[src/rtl/id_scoreboard_pkg.sv]
// Shared constants and types for the decode-stage operand scoreboard.
package id_scoreboard_pkg;

   localparam int AW         = 5;
   localparam int NUM_GPR    = 32;
   localparam int DEF_DATA_W = 32;
   localparam int DEF_CNT_W  = 2;

   // Forwarding source indices, youngest first.
   localparam int FWD_ES = 0;
   localparam int FWD_MS = 1;
   localparam int FWD_WS = 2;

   typedef logic [AW-1:0] gpr_t;

endpackage

[src/rtl/id_scoreboard_sb_port_resolve.sv]
// Single read port: priority match over the forwarding sources plus the stall
// decision for that port. Register-file fallback covers the no-match case.
module sb_port_resolve
   import id_scoreboard_pkg::*;
#(
   parameter int NUM_FWD = 3,
   parameter int DATA_W  = DEF_DATA_W
) (
   input  logic                      en,
   input  gpr_t                      addr,
   input  logic [DATA_W-1:0]         rf_rdata,
   input  logic [NUM_FWD-1:0]        fwd_we,
   input  logic [NUM_FWD*AW-1:0]     fwd_dest,
   input  logic [NUM_FWD-1:0]        fwd_ok,
   input  logic [NUM_FWD*DATA_W-1:0] fwd_data,
   input  logic                      busy,
   input  logic                      ret_hit,
   output logic [DATA_W-1:0]         data,
   output logic                      stall
);

   logic              hit;
   logic              hit_ok;
   logic [DATA_W-1:0] hit_data;

   // Scan oldest to youngest so the lowest-index match is the one that sticks.
   always_comb begin
      hit      = 1'b0;
      hit_ok   = 1'b0;
      hit_data = '0;
      for (int i = NUM_FWD - 1; i >= 0; i--) begin
         if (fwd_we[i] && (fwd_dest[i*AW +: AW] == addr)) begin
            hit      = 1'b1;
            hit_ok   = fwd_ok[i];
            hit_data = fwd_data[i*DATA_W +: DATA_W];
         end
      end
   end

   // r0 reads as zero; a retiring write to the register releases the stall
   // because the matching WB source is expected to be on the bypass.
   always_comb begin
      data  = rf_rdata;
      stall = 1'b0;
      if (en) begin
         if (addr == '0) begin
            data = '0;
         end else if (hit) begin
            data  = hit_data;
            stall = !hit_ok;
         end else begin
            stall = busy && !ret_hit;
         end
      end
   end

endmodule

[src/rtl/id_scoreboard.sv]
// Decode-stage GPR scoreboard: per-register pending-write counters, operand
// bypass selection per read port and the decode stall.
module id_scoreboard
   import id_scoreboard_pkg::*;
#(
   parameter int NUM_RP  = 2,
   parameter int NUM_FWD = 3,
   parameter int DATA_W  = DEF_DATA_W,
   parameter int CNT_W   = DEF_CNT_W
) (
   input  logic                      clk,
   input  logic                      reset,
   input  logic [NUM_RP-1:0]         rp_en,
   input  logic [NUM_RP*AW-1:0]      rp_addr,
   input  logic [NUM_RP*DATA_W-1:0]  rf_rdata,
   input  logic [NUM_FWD-1:0]        fwd_we,
   input  logic [NUM_FWD*AW-1:0]     fwd_dest,
   input  logic [NUM_FWD-1:0]        fwd_ok,
   input  logic [NUM_FWD*DATA_W-1:0] fwd_data,
   input  logic                      iss_fire,
   input  logic                      iss_we,
   input  gpr_t                      iss_dest,
   input  logic                      ret_we,
   input  gpr_t                      ret_dest,
   input  logic                      cxl_we,
   input  gpr_t                      cxl_dest,
   output logic [NUM_RP*DATA_W-1:0]  rp_data,
   output logic                      ds_stall,
   output logic                      sb_err
);

   localparam logic [CNT_W-1:0] CNT_MAX = '1;

   logic [CNT_W-1:0]   cnt     [NUM_GPR];
   logic [CNT_W-1:0]   cnt_nxt [NUM_GPR];
   logic [NUM_GPR-1:0] cnt_err;
   logic [NUM_RP-1:0]  port_stall;
   logic               iss_sat;

   // Returns {error, next}: net change clamped into [0, CNT_MAX].
   function automatic logic [CNT_W:0] cnt_step(input logic [CNT_W-1:0] cur,
                                               input logic inc,
                                               input logic [1:0] dec);
      logic [CNT_W+1:0] up;
      logic [CNT_W+1:0] down;
      logic [CNT_W+1:0] diff;
      up   = {2'b00, cur} + {{(CNT_W+1){1'b0}}, inc};
      down = {{CNT_W{1'b0}}, dec};
      diff = up - down;
      if (up < down)
         cnt_step = {1'b1, {CNT_W{1'b0}}};
      else if (diff > {2'b00, CNT_MAX})
         cnt_step = {1'b1, CNT_MAX};
      else
         cnt_step = {1'b0, diff[CNT_W-1:0]};
   endfunction

   // Next count per register; r0 is pinned at zero and never flags.
   always_comb begin
      cnt_err = '0;
      for (int r = 0; r < NUM_GPR; r++) begin
         cnt_nxt[r] = '0;
         if (r != 0) begin
            {cnt_err[r], cnt_nxt[r]} = cnt_step(cnt[r],
               iss_fire && iss_we && (iss_dest == AW'(r)),
               2'(ret_we && (ret_dest == AW'(r))) + 2'(cxl_we && (cxl_dest == AW'(r))));
         end
      end
   end

   // Counter bank and sticky error; reset wins over any same-cycle event.
   always_ff @(posedge clk) begin
      if (reset) begin
         for (int r = 0; r < NUM_GPR; r++) cnt[r] <= '0;
         sb_err <= 1'b0;
      end else begin
         for (int r = 0; r < NUM_GPR; r++) cnt[r] <= cnt_nxt[r];
         sb_err <= sb_err | (|cnt_err) | (iss_fire & ds_stall);
      end
   end

   for (genvar p = 0; p < NUM_RP; p++) begin : g_port
      sb_port_resolve #(
         .NUM_FWD (NUM_FWD),
         .DATA_W  (DATA_W)
      ) u_resolve (
         .en       (rp_en[p]),
         .addr     (rp_addr[p*AW +: AW]),
         .rf_rdata (rf_rdata[p*DATA_W +: DATA_W]),
         .fwd_we   (fwd_we),
         .fwd_dest (fwd_dest),
         .fwd_ok   (fwd_ok),
         .fwd_data (fwd_data),
         .busy     (cnt[rp_addr[p*AW +: AW]] != '0),
         .ret_hit  (ret_we && (ret_dest == rp_addr[p*AW +: AW])),
         .data     (rp_data[p*DATA_W +: DATA_W]),
         .stall    (port_stall[p])
      );
   end

   // Stall on any unresolved operand, or when the issuing writer would saturate.
   always_comb begin
      iss_sat  = iss_we && (iss_dest != '0) && (cnt[iss_dest] == CNT_MAX);
      ds_stall = (|port_stall) || iss_sat;
   end

endmodule

[config.mk]
export PLATFORM = sky130hd
export DESIGN_NAME = id_scoreboard
export DESIGN_NICKNAME = d
export VERILOG_FILES = /design/src/rtl/id_scoreboard_pkg.sv /design/src/rtl/id_scoreboard_sb_port_resolve.sv /design/src/rtl/id_scoreboard.sv
export SDC_FILE = /design/constraint.sdc
export NUM_CORES = 1
export LEC_CHECK = 0
export ABC_CLOCK_PERIOD_IN_PS = 4500
export CAP_MARGIN = 20
export CORE_ASPECT_RATIO = 1.4
export CORE_UTILIZATION = 35
export CTS_BUF_LIST = sky130_fd_sc_hd__clkbuf_4
export DETAILED_ROUTE_END_ITERATION = 10
export SLEW_MARGIN = 20
export SYNTH_ARGS = -nofsm -noshare
export SYNTH_HDL_FRONTEND = slang
export SYNTH_SLANG_ARGS = --single-unit
[constraint.sdc]
create_clock -name clk -period 4.5 [get_ports clk]
set_clock_uncertainty 0.1 [all_clocks]
set_input_delay 0.9 -clock clk [delete_from_list [all_inputs] [get_ports clk]]
set_output_delay 0.9 -clock clk [all_outputs]
set_load 0.01 [all_outputs]
==> results of run 1 <==
-- kinds of logic after synthesis --
kind of cell	after synthesis	synth area share (%)
fa+ha+maj	217	30.2
compound gates	328	20.3
simple gates	486	20.9
xor+xnor	40	3.32
buf+inv	279	10.4
mux	15	2.97
flops	63	12.0
-- power by group through the flow --
stage / sequential [µW] / clock [µW] / combinational, µW
3_5_place_dp: 901 / 0 / 1780
2_1_floorplan: 807 / 0 / 911
5_1_grt: 906 / 388 / 1970
4_1_cts: 887 / 362 / 1780
3_3_place_gp: 902 / 0 / 1750
6_report: 893 / 362 / 1810
-- repair_timing --
| item | in CTS | in global routing |
|---|---|---|
| hold buffers | 0 | 0 |
| gates resized for setup | 102 | 31 |
| pin swaps | 6 | 8 |
| gates cloned | 0 | 1 |
| setup endpoints to repair | 65 | 20 |
| buffers inserted | 5 | 3 |
-- worst min-delay path: stages (launching register included) --
cell	delay (ps)
dfxtp_1	370
ha_1	240
inv_1	50
ha_1	120
a211oi_1	60
-- flip-flops by register name, summed over array words and instances, names as in the netlist --
register	cells
cnt	62
sb_err	1
-- routing by layer --
metal / GRT usage, % / part of all wire [%]
met5: 0 / 0
met4: 16.3 / 5.5
met1: 35.9 / 37
met3: 5.16 / 8.8
met2: 55.4 / 49
-- worst max-delay path by stage --
stage	depth (start not counted)	end	startpoint	slack (ps)
5_1_grt	11	rp_data[27]	rp_addr[2]	-60
3_5_place_dp	10	ds_stall	rp_addr[7]	-380
4_1_cts	11	rp_data[58]	rp_addr[6]	20
2_1_floorplan	17	sb_err	iss_dest[3]	540
6_report	12	rp_data[2]	rp_addr[0]	50
3_3_place_gp	10	ds_stall	rp_addr[7]	-420
-- cells in the final DEF, fill, tap and decap left out, types with 29 or more instances in the layout --
| cell type | n |
|---|---|
| buf_4 | 244 |
| clkdlybuf4s50_1 | 210 |
| inv_1 | 195 |
| ha_1 | 155 |
| nor2_1 | 148 |
| nand2_1 | 148 |
| a21oi_1 | 70 |
| dfxtp_1 | 63 |
| fa_1 | 62 |
| nand3_1 | 61 |
| dlygate4sd2_1 | 53 |
| o21ai_0 | 50 |
| nor3_1 | 38 |
| o21ai_1 | 33 |
| a211oi_1 | 33 |
| a22oi_1 | 30 |
| xor2_1 | 29 |
-- layout make-up --
class                      instances  area share [%]
antenna                            2          0.0312
sequential                        63            7.86
timing repair buffer             549            31.6
inverter                         196            4.58
tap                              380            2.96
clock inverter                     5           0.164
clock buffer                      10           0.468
multi-input combinational       1086            52.4
-- through the flow --
stage	cells	worst slack (ps)	instance area, µm²	hold slack [ps]	utilization, %
6_report	2291	54.1	16100	768	54.5
3_5_place_dp	2265	-380	15700	753	53.2
3_3_place_gp	2265	-416	15700	760	53.2
5_1_grt	2291	-57.1	16100	830	54.5
4_1_cts	2285	15.2	15900	776	54.0
2_1_floorplan	1428	540	10500	669	-
==> impl_metrics.py, run 1 <==
metrics = {
    "status": {
        "run_status": "complete, no violations",
    },
    "synth": {
        "synth-async-reset-ratio_pct": 0,
        "netlist_area_mm2": 0.0105,
        "yosys_warnings": 0,
        "yosysSeqAreaShare_pct": 12.0,
        "synth_nets": 1859,
        "yosys_most_used_dff": "dfxtp_1",
        "synth.top_cells.by_count": "195 x inv_1, 155 x ha_1, 151 x nor2_1, 149 x nand2_1, 77 x a21oi_1",
        "synth-edff-count": 0,
        "netlist_top_cells_area": "ha_1 18%, dfxtp_1 12%, fa_1 12%, inv_1 6.9%, nor2_1 5.4%",
        "netlist.top_cell.by_area": "ha_1",
        "synth_top_cell_area_share_pct": 18.4,
        "ys_ff_latch": 63,
        "post-synth-top-count-cell": "inv_1",
        "synth.lib_cells_used.distinct": 55,
        "syn-mean-instance-area_um2": 7.38,
        "post_syn_instances": 1428,
    },
    "power": {
        "seq_power_share_pct": 29.2,
        "power_switching_uw": 1360,
        "power.ir.vdd_worst_mv": 0.159,
        "power.density_cell_area_mw_per_mm2": 191,
        "power.clock.fraction_pct": 11.8,
        "p_total_uw": 3060,
        "total_leakage_power_uw": 0.00716,
        "power.share.combinational_pct": 59.0,
        "swShare_pct": 44.3,
        "p_int_uw": 1700,
    },
    "critical_path": {
        "worst_r2r_path_depth": 14,
        "path_class": "input port to output port",
        "r2r-start": "cnt[15][0]",
        "crit_fanout": 10,
        "cp_slowest_stage_delay_ps": 530,
        "rr_endpoint": "sb_err",
        "critPathTopFamily": "buffers and inverters",
        "crit_path_arrival_time_ps": 3450,
        "required_ps": 3500,
        "slowest_stage": "or4_4",
        "regToRegSetupSlack_ps": 1310,
        "critPathMostFrequentCell": "buf_12",
        "crit_chain": "clkdlybuf4s50_1, buf_4, buf_6, or4_4, o21ai_2, buf_6, o21ai_4, buf_12, buf_12, buf_12, a22o_4, clkdlybuf4s15_2",
        "crit_path_end_kind": "output port",
        "start_kind": "input port",
        "critical_path_buf_inv_count": 8,
    },
    "floorplan": {
        "die_height_um": 207,
        "floorplan.core_area_mm2": 0.0294,
        "row_cnt": 74,
        "floorplan.die.width_um": 149,
        "fp.dieArea_mm2": 0.0308,
        "floorplan.initialDensity_pct": 35.8,
        "design.portCount": 280,
    },
    "grt": {
        "number_of_global_route_vias_before_repair": 12712,
        "grt_pass1_wl_um": 72600,
        "grt_max_degree": 49,
        "grt.overflow.total": 0,
        "track_usage_pct": 31.4,
        "antenna_violations_before_repair": 4,
    },
    "timing": {
        "finalSetupViolCount": 0,
        "max_slew.worst_pin.slew_ps": 577,
        "max_freq_ghz": 0.225,
        "finalCritPeriodShare_pct": 98.8,
        "maxSlewViolCount": 0,
        "timing.max_slew.rel_slack_pct": 61.5,
        "setup_tns_ps": 0,
        "final_report_hold_violation_count": 0,
        "finalWorstPathRequiredPeriod_ps": 4450,
    },
    "route": {
        "ant_nets": 0,
        "dr.pass1.iters": 6,
        "routed_via_density": 5.51,
        "drt-total-wl_um": 48500,
        "drt_iter0_drc": 898,
        "route.detailed.drc": 0,
        "vias": 12620,
        "wl_per_cell_um": 21.2,
    },
    "place": {
        "detailedPlacementHpwl_um": 41300,
        "place.gp.congestion": 1.03,
        "placement.io_buffers": 279,
    },
    "clock_network": {
        "cts_root_buf": "clkbuf_4",
        "tritoncts": "yes",
        "cts_buffers": 9,
        "cts_max_level": 3,
        "clockBufferDepth": 2,
        "clk_transition_reported_paths_ps": 100,
        "tritoncts_num_sinks": 63,
        "clk_latency_ps": 480,
    },
    "min_path": {
        "worst_hold_path_type": "flop to flop",
        "hp-start": "cnt[11][0]",
        "hold-path-cell-count": 4,
        "min_delay_worst_endpoint": "cnt[11][0]",
    },
    "final_layout": {
        "layout.area.seq_mm2": 0.00126,
        "flow.area_growth_from_synthesis_pct": 52.3,
        "nets_finish": 2336,
        "post_route_cells_drive_above_1_share_pct": 18.5,
        "multi_input_comb_area_mm2": 0.00841,
        "fillCellCount": 2873,
    },
    "job": {
        "max_cap_violations": 0,
    },
}
Note: power is estimated with default switching activity, not from simulation.
==> run 2, diff against run 1 <==
--- a/config.mk
+++ b/config.mk
@@ -7,7 +7,7 @@
 export LEC_CHECK = 0
 export ABC_CLOCK_PERIOD_IN_PS = 4500
 export CAP_MARGIN = 20
-export CORE_ASPECT_RATIO = 1.4
+export CORE_ASPECT_RATIO = 1.5
 export CORE_UTILIZATION = 35
 export CTS_BUF_LIST = sky130_fd_sc_hd__clkbuf_4
 export DETAILED_ROUTE_END_ITERATION = 10
==> impl_metrics.py, run 2 (synthesis gave the netlist of run 1 again) <==
metrics = {
    "status": {
        "run_status": "finished with violations",
        "failed_checks": "negative setup slack",
    },
    "final_layout": {
        "fillCellCount": 2904,
        "nets_finish": 2334,
        "biggestRegsByFlops": "cnt x62, sb_err x1",
        "layout_commonest_cell": "buf_4",
        "largest_register": "cnt",
        "stdcell_count": 2307,
        "final_core_util_pct": 54.3,
        "post_route_cells_drive_above_1_share_pct": 18.2,
        "multi_input_comb_area_mm2": 0.00840,
        "most-common-layout-cells": "247 x buf_4, 202 x clkdlybuf4s50_1, 195 x inv_1",
        "fin_area_mm2": 0.0161,
        "largest_register_ff_count": 62,
        "layout.area.seq_mm2": 0.00126,
        "flow.area_growth_from_synthesis_pct": 52.5,
    },
    "route": {
        "ant_nets": 0,
        "wl_per_cell_um": 21.2,
        "route.detailed.drc": 0,
        "drt-total-wl_um": 49000,
        "routed_via_density": 5.50,
        "dr.pass1.iters": 5,
        "vias": 12696,
        "drt_iter0_drc": 895,
    },
    "clock_network": {
        "hold_buffers": 0,
        "clockBufferDepth": 2,
        "tritoncts": "yes",
        "tritoncts_num_sinks": 63,
        "cts_buffers": 9,
        "cts_max_level": 3,
        "clk_latency_ps": 510,
        "clk_transition_reported_paths_ps": 110,
        "cts_root_buf": "clkbuf_4",
    },
    "critical_path": {
        "required_ps": 3500,
        "crit_path_arrival_time_ps": 3590,
        "regToRegSetupSlack_ps": 1270,
        "path_class": "input port to output port",
        "crit_fanout": 13,
        "crit_path_end_kind": "output port",
        "r2r-start": "cnt[3][0]",
        "start_kind": "input port",
        "rr_endpoint": "sb_err",
        "worst_r2r_path_depth": 14,
    },
    "power": {
        "total_leakage_power_uw": 0.00727,
        "power.density_cell_area_mw_per_mm2": 193,
        "power.ir.vdd_worst_mv": 0.167,
    },
    "floorplan": {
        "die_height_um": 215,
        "row_cnt": 77,
        "floorplan.die.width_um": 144,
        "design.portCount": 280,
        "floorplan.initialDensity_pct": 35.6,
        "floorplan.core_area_mm2": 0.0296,
        "fp.dieArea_mm2": 0.0308,
    },
    "min_path": {
        "min_delay_worst_endpoint": "cnt[14][0]",
        "worst_hold_path_type": "flop to flop",
        "hold-path-cell-count": 4,
        "hp-start": "cnt[14][0]",
    },
    "grt": {
        "grt_pass1_wl_um": 73000,
        "antenna_violations_before_repair": 5,
        "number_of_global_route_vias_before_repair": 13060,
        "grt.overflow.total": 0,
        "track_usage_pct": 31.9,
        "grt_max_degree": 42,
    },
    "timing": {
        "post-route-worst-setup-slack_ps": -86.8,
        "finalSetupViolCount": 1,
        "finalCritPeriodShare_pct": 102,
        "max_slew.worst_pin.slew_ps": 905,
        "finalWorstPathRequiredPeriod_ps": 4590,
        "setup_tns_ps": -86.8,
        "timing.max_slew.rel_slack_pct": 39.7,
        "maxSlewViolCount": 0,
        "max_freq_ghz": 0.218,
        "final_report_hold_violation_count": 0,
        "grt_setup_unrepaired": "true",
    },
    "place": {
        "placed_cell_area_mm2": 0.0155,
        "place_inst": 2269,
        "dp_worst_setup_slack_ps": -473,
        "detailedPlacementHpwl_um": 41300,
        "placement.io_buffers": 279,
        "place.gp.congestion": 1.04,
    },
    "job": {
        "max_cap_violations": 0,
    },
}
run 2: metrics by stage:
stage                     hold WS [ps]  power, µW
final                              776       3110
after global routing               820       3320
after CTS                          776       3090
after detailed placement           758       2670
after global placement             740       2640
after floorplan                    669       1720
run 2: worst max path at each step:
stage	startpoint	depth (start not counted)	to
detailed placement	ret_we	17	sb_err
global route	rp_addr[0]	12	rp_data[2]
global placement	rp_addr[7]	11	ds_stall
finish	rp_addr[0]	12	rp_data[2]
CTS	rp_addr[0]	10	rp_data[14]
floorplan	iss_dest[3]	17	sb_err
run 2: worst max-delay path, cell delays in order:
cell and delay (ps):
clkdlybuf4s50_1 440, buf_4 170, buf_4 160, or4_1 540
o21ai_1 130, buf_4 150, o21ai_4 70, buf_12 160
buf_4 140, buf_4 130, a22o_4 290, dlygate4sd2_1 290
run 2: report_power, final:
group	switching [µW]	internal (µW)
Sequential	190	690
Clock	255	168
Combinational	908	899
Total	1350	1760
run 2: final cells by class:
type / instances / share of cell area, %
Timing Repair Buffer: 547 / 31.4
Inverter: 196 / 4.58
Sequential cell: 63 / 7.85
Clock buffer: 10 / 0.467
Antenna cell: 4 / 0.0623
Tap cell: 395 / 3.08
Multi-Input combinational cell: 1086 / 52.3
Clock inverter: 6 / 0.319
run 2: repair_timing:
item / in CTS / in global routing
pin swaps: 6 / 10
resized for setup: 90 / 50
hold endpoints to repair: 0 / 0
endpoints found under the setup margin: 65 / 34
cloned: 3 / 0
buffers inserted: 6 / 9
run 2: layer usage:
layer | track usage [%] | vias up | share of wire, %
met2 | 54.1 | 721 | 47
met3 | 5.76 | 172 | 9.5
met5 | 0 | - | 0
met1 | 36.0 | 5893 | 36
met4 | 21.3 | 0 | 6.9
li1 | - | 5910 | -
==> run 3, diff against run 2 <==
--- a/config.mk
+++ b/config.mk
@@ -11,6 +11,7 @@
 export CORE_UTILIZATION = 35
 export CTS_BUF_LIST = sky130_fd_sc_hd__clkbuf_4
 export DETAILED_ROUTE_END_ITERATION = 10
+export PLACE_DENSITY = 0.64
 export SLEW_MARGIN = 20
 export SYNTH_ARGS = -nofsm -noshare
 export SYNTH_HDL_FRONTEND = slang
==> impl_metrics.py, run 3 (synthesis gave the netlist of run 1 again) <==
metrics = {
    "clock_network": {
        "tritoncts_num_sinks": 63,
        "tritoncts": "yes",
        "cts_max_level": 3,
        "cts_root_buf": "clkbuf_4",
        "hold_buffers": 0,
        "clockBufferDepth": 2,
        "clk_latency_ps": 510,
        "cts_buffers": 9,
        "clk_transition_reported_paths_ps": 130,
    },
    "timing": {
        "max_slew.worst_pin.slew_ps": 782,
        "finalWorstPathRequiredPeriod_ps": 4460,
        "timing.max_slew.rel_slack_pct": 47.9,
        "final_report_hold_violation_count": 0,
        "max_freq_ghz": 0.224,
        "finalCritPeriodShare_pct": 99.1,
        "maxSlewViolCount": 0,
        "finalSetupViolCount": 0,
        "grt_setup_unrepaired": "true",
        "final_hold_slack_ps": 783,
    },
    "min_path": {
        "worst_hold_path_type": "flop to flop",
        "hp-start": "sb_err",
        "min_delay_worst_endpoint": "sb_err",
        "hold-path-cell-count": 6,
    },
    "floorplan": {
        "floorplan.initialDensity_pct": 35.6,
        "floorplan.core_area_mm2": 0.0296,
        "row_cnt": 77,
        "die_height_um": 215,
        "fp.dieArea_mm2": 0.0308,
        "floorplan.die.width_um": 144,
        "design.portCount": 280,
    },
    "place": {
        "placement.io_buffers": 279,
        "place.gp.congestion": 1.07,
        "detailedPlacementHpwl_um": 42700,
    },
    "critical_path": {
        "required_ps": 3500,
        "crit_path_end_kind": "output port",
        "rr_endpoint": "sb_err",
        "crit_fanout": 12,
        "path_class": "input port to output port",
        "r2r-start": "cnt[3][0]",
        "crit_path_arrival_time_ps": 3460,
        "regToRegSetupSlack_ps": 1320,
        "start_kind": "input port",
        "worst_r2r_path_depth": 14,
    },
    "final_layout": {
        "largest_register": "cnt",
        "layout_commonest_cell": "buf_4",
        "multi_input_comb_area_mm2": 0.00847,
        "nets_finish": 2345,
        "largest_register_ff_count": 62,
        "layout.area.seq_mm2": 0.00126,
        "post_route_cells_drive_above_1_share_pct": 19.2,
        "biggestRegsByFlops": "cnt x62, sb_err x1",
        "fillCellCount": 2851,
        "most-common-layout-cells": "253 x buf_4, 209 x clkdlybuf4s50_1, 195 x inv_1",
        "final_core_util_pct": 55.0,
        "flow.area_growth_from_synthesis_pct": 54.3,
    },
    "route": {
        "drt_iter0_drc": 1024,
        "vias": 12967,
        "ant_nets": 0,
        "route.detailed.drc": 0,
        "routed_via_density": 5.60,
        "dr.pass1.iters": 6,
        "drt-total-wl_um": 51700,
        "wl_per_cell_um": 22.3,
    },
    "grt": {
        "antenna_violations_before_repair": 6,
        "grt.overflow.total": 0,
        "number_of_global_route_vias_before_repair": 13378,
        "grt_max_degree": 35,
        "grt_pass1_wl_um": 76200,
        "track_usage_pct": 33.8,
    },
    "power": {
        "p_total_uw": 3200,
        "total_leakage_power_uw": 0.00726,
        "power.density_cell_area_mw_per_mm2": 197,
        "power.ir.vdd_worst_mv": 0.120,
    },
    "status": {
        "run_status": "complete, no violations",
    },
    "job": {
        "max_cap_violations": 0,
    },
}
[run 3: cell types whose count changed in the layout (fill, tap and decap cells not counted), moves of 5 or more]
cell	change
buf_4	+6
buf_6	+5
clkdlybuf4s50_1	+7
dlymetal6s2s_1	-11
[run 3: cell type report]
class                   count  share of cell area [%]
flip-flops and latches     63                    7.75
multi-input cells        1086                    52.1
clock inverters             5                   0.308
diodes                      3                  0.0462
inverters                 196                    4.52
well taps                 395                    3.04
clock buffers              10                   0.462
repair buffers            558                    31.8
[run 3: how the worst max path moves through the flow]
stage	slack, ps	endpoint	depth (start not counted)	from
finish	40	rp_data[47]	14	rp_addr[5]
CTS	0.9	rp_data[3]	10	fwd_dest[8]
detailed placement	-420	rp_data[22]	9	rp_addr[0]
global route	-60	rp_data[43]	14	rp_addr[7]
floorplan	540	sb_err	17	iss_dest[3]
global placement	-410	rp_data[2]	9	rp_addr[0]
[run 3: worst max-delay path, cell delays in order]
cell and delay [ps]:
clkdlybuf4s50_1 410, buf_6 150, buf_4 160, xor2_1 140
nor2_1 170, nand2_2 100, nor2_4 160, buf_6 130
bufbuf_16 280, nand3_1 90, a21oi_1 160, a21oi_1 60
o21ai_1 230, dlygate4sd2_1 310
[run 3: power by group]
part           total (µW)  switching (µW)  leakage, µW  internal, µW
Clock                 421             254    0.0000674           167
Sequential            892             202     0.000520           690
Combinational        1890             963      0.00667           924
Total                3200            1420      0.00726          1780
[run 3: routing by layer]
metal / GRT usage [%] / share of wire, % / wire length (µm) / vias up
met5: 0 / 0.052 / 27 / -
met4: 25.1 / 7.7 / 3960 / 4
met3: 8.15 / 10 / 5270 / 206
met2: 56.2 / 47 / 24100 / 790
met1: 36.8 / 35 / 18300 / 6050
li1: - / - / - / 5917
[run 3: repair_timing]
item / 4_1_cts / 5_1_grt
endpoints found under the setup margin: 62 / 34
gates resized for setup: 111 / 46
cloned: 3 / 0
pin swaps: 12 / 16
buffers inserted: 6 / 2
[run 3: through the flow]
| stage | instances | setup TNS (ps) | area [µm²] | worst slack (ps) |
|---|---|---|---|---|
| final | 2316 | 0 | 16300 | 42.0 |
| after global routing | 2316 | -477 | 16300 | -56.5 |
| after CTS | 2311 | 0 | 16100 | 0.879 |
| after detailed placement | 2287 | -12930 | 15700 | -423 |
| after global placement | 2287 | -12580 | 15700 | -413 |
| after floorplan | 1428 | 0 | 10500 | 540 |
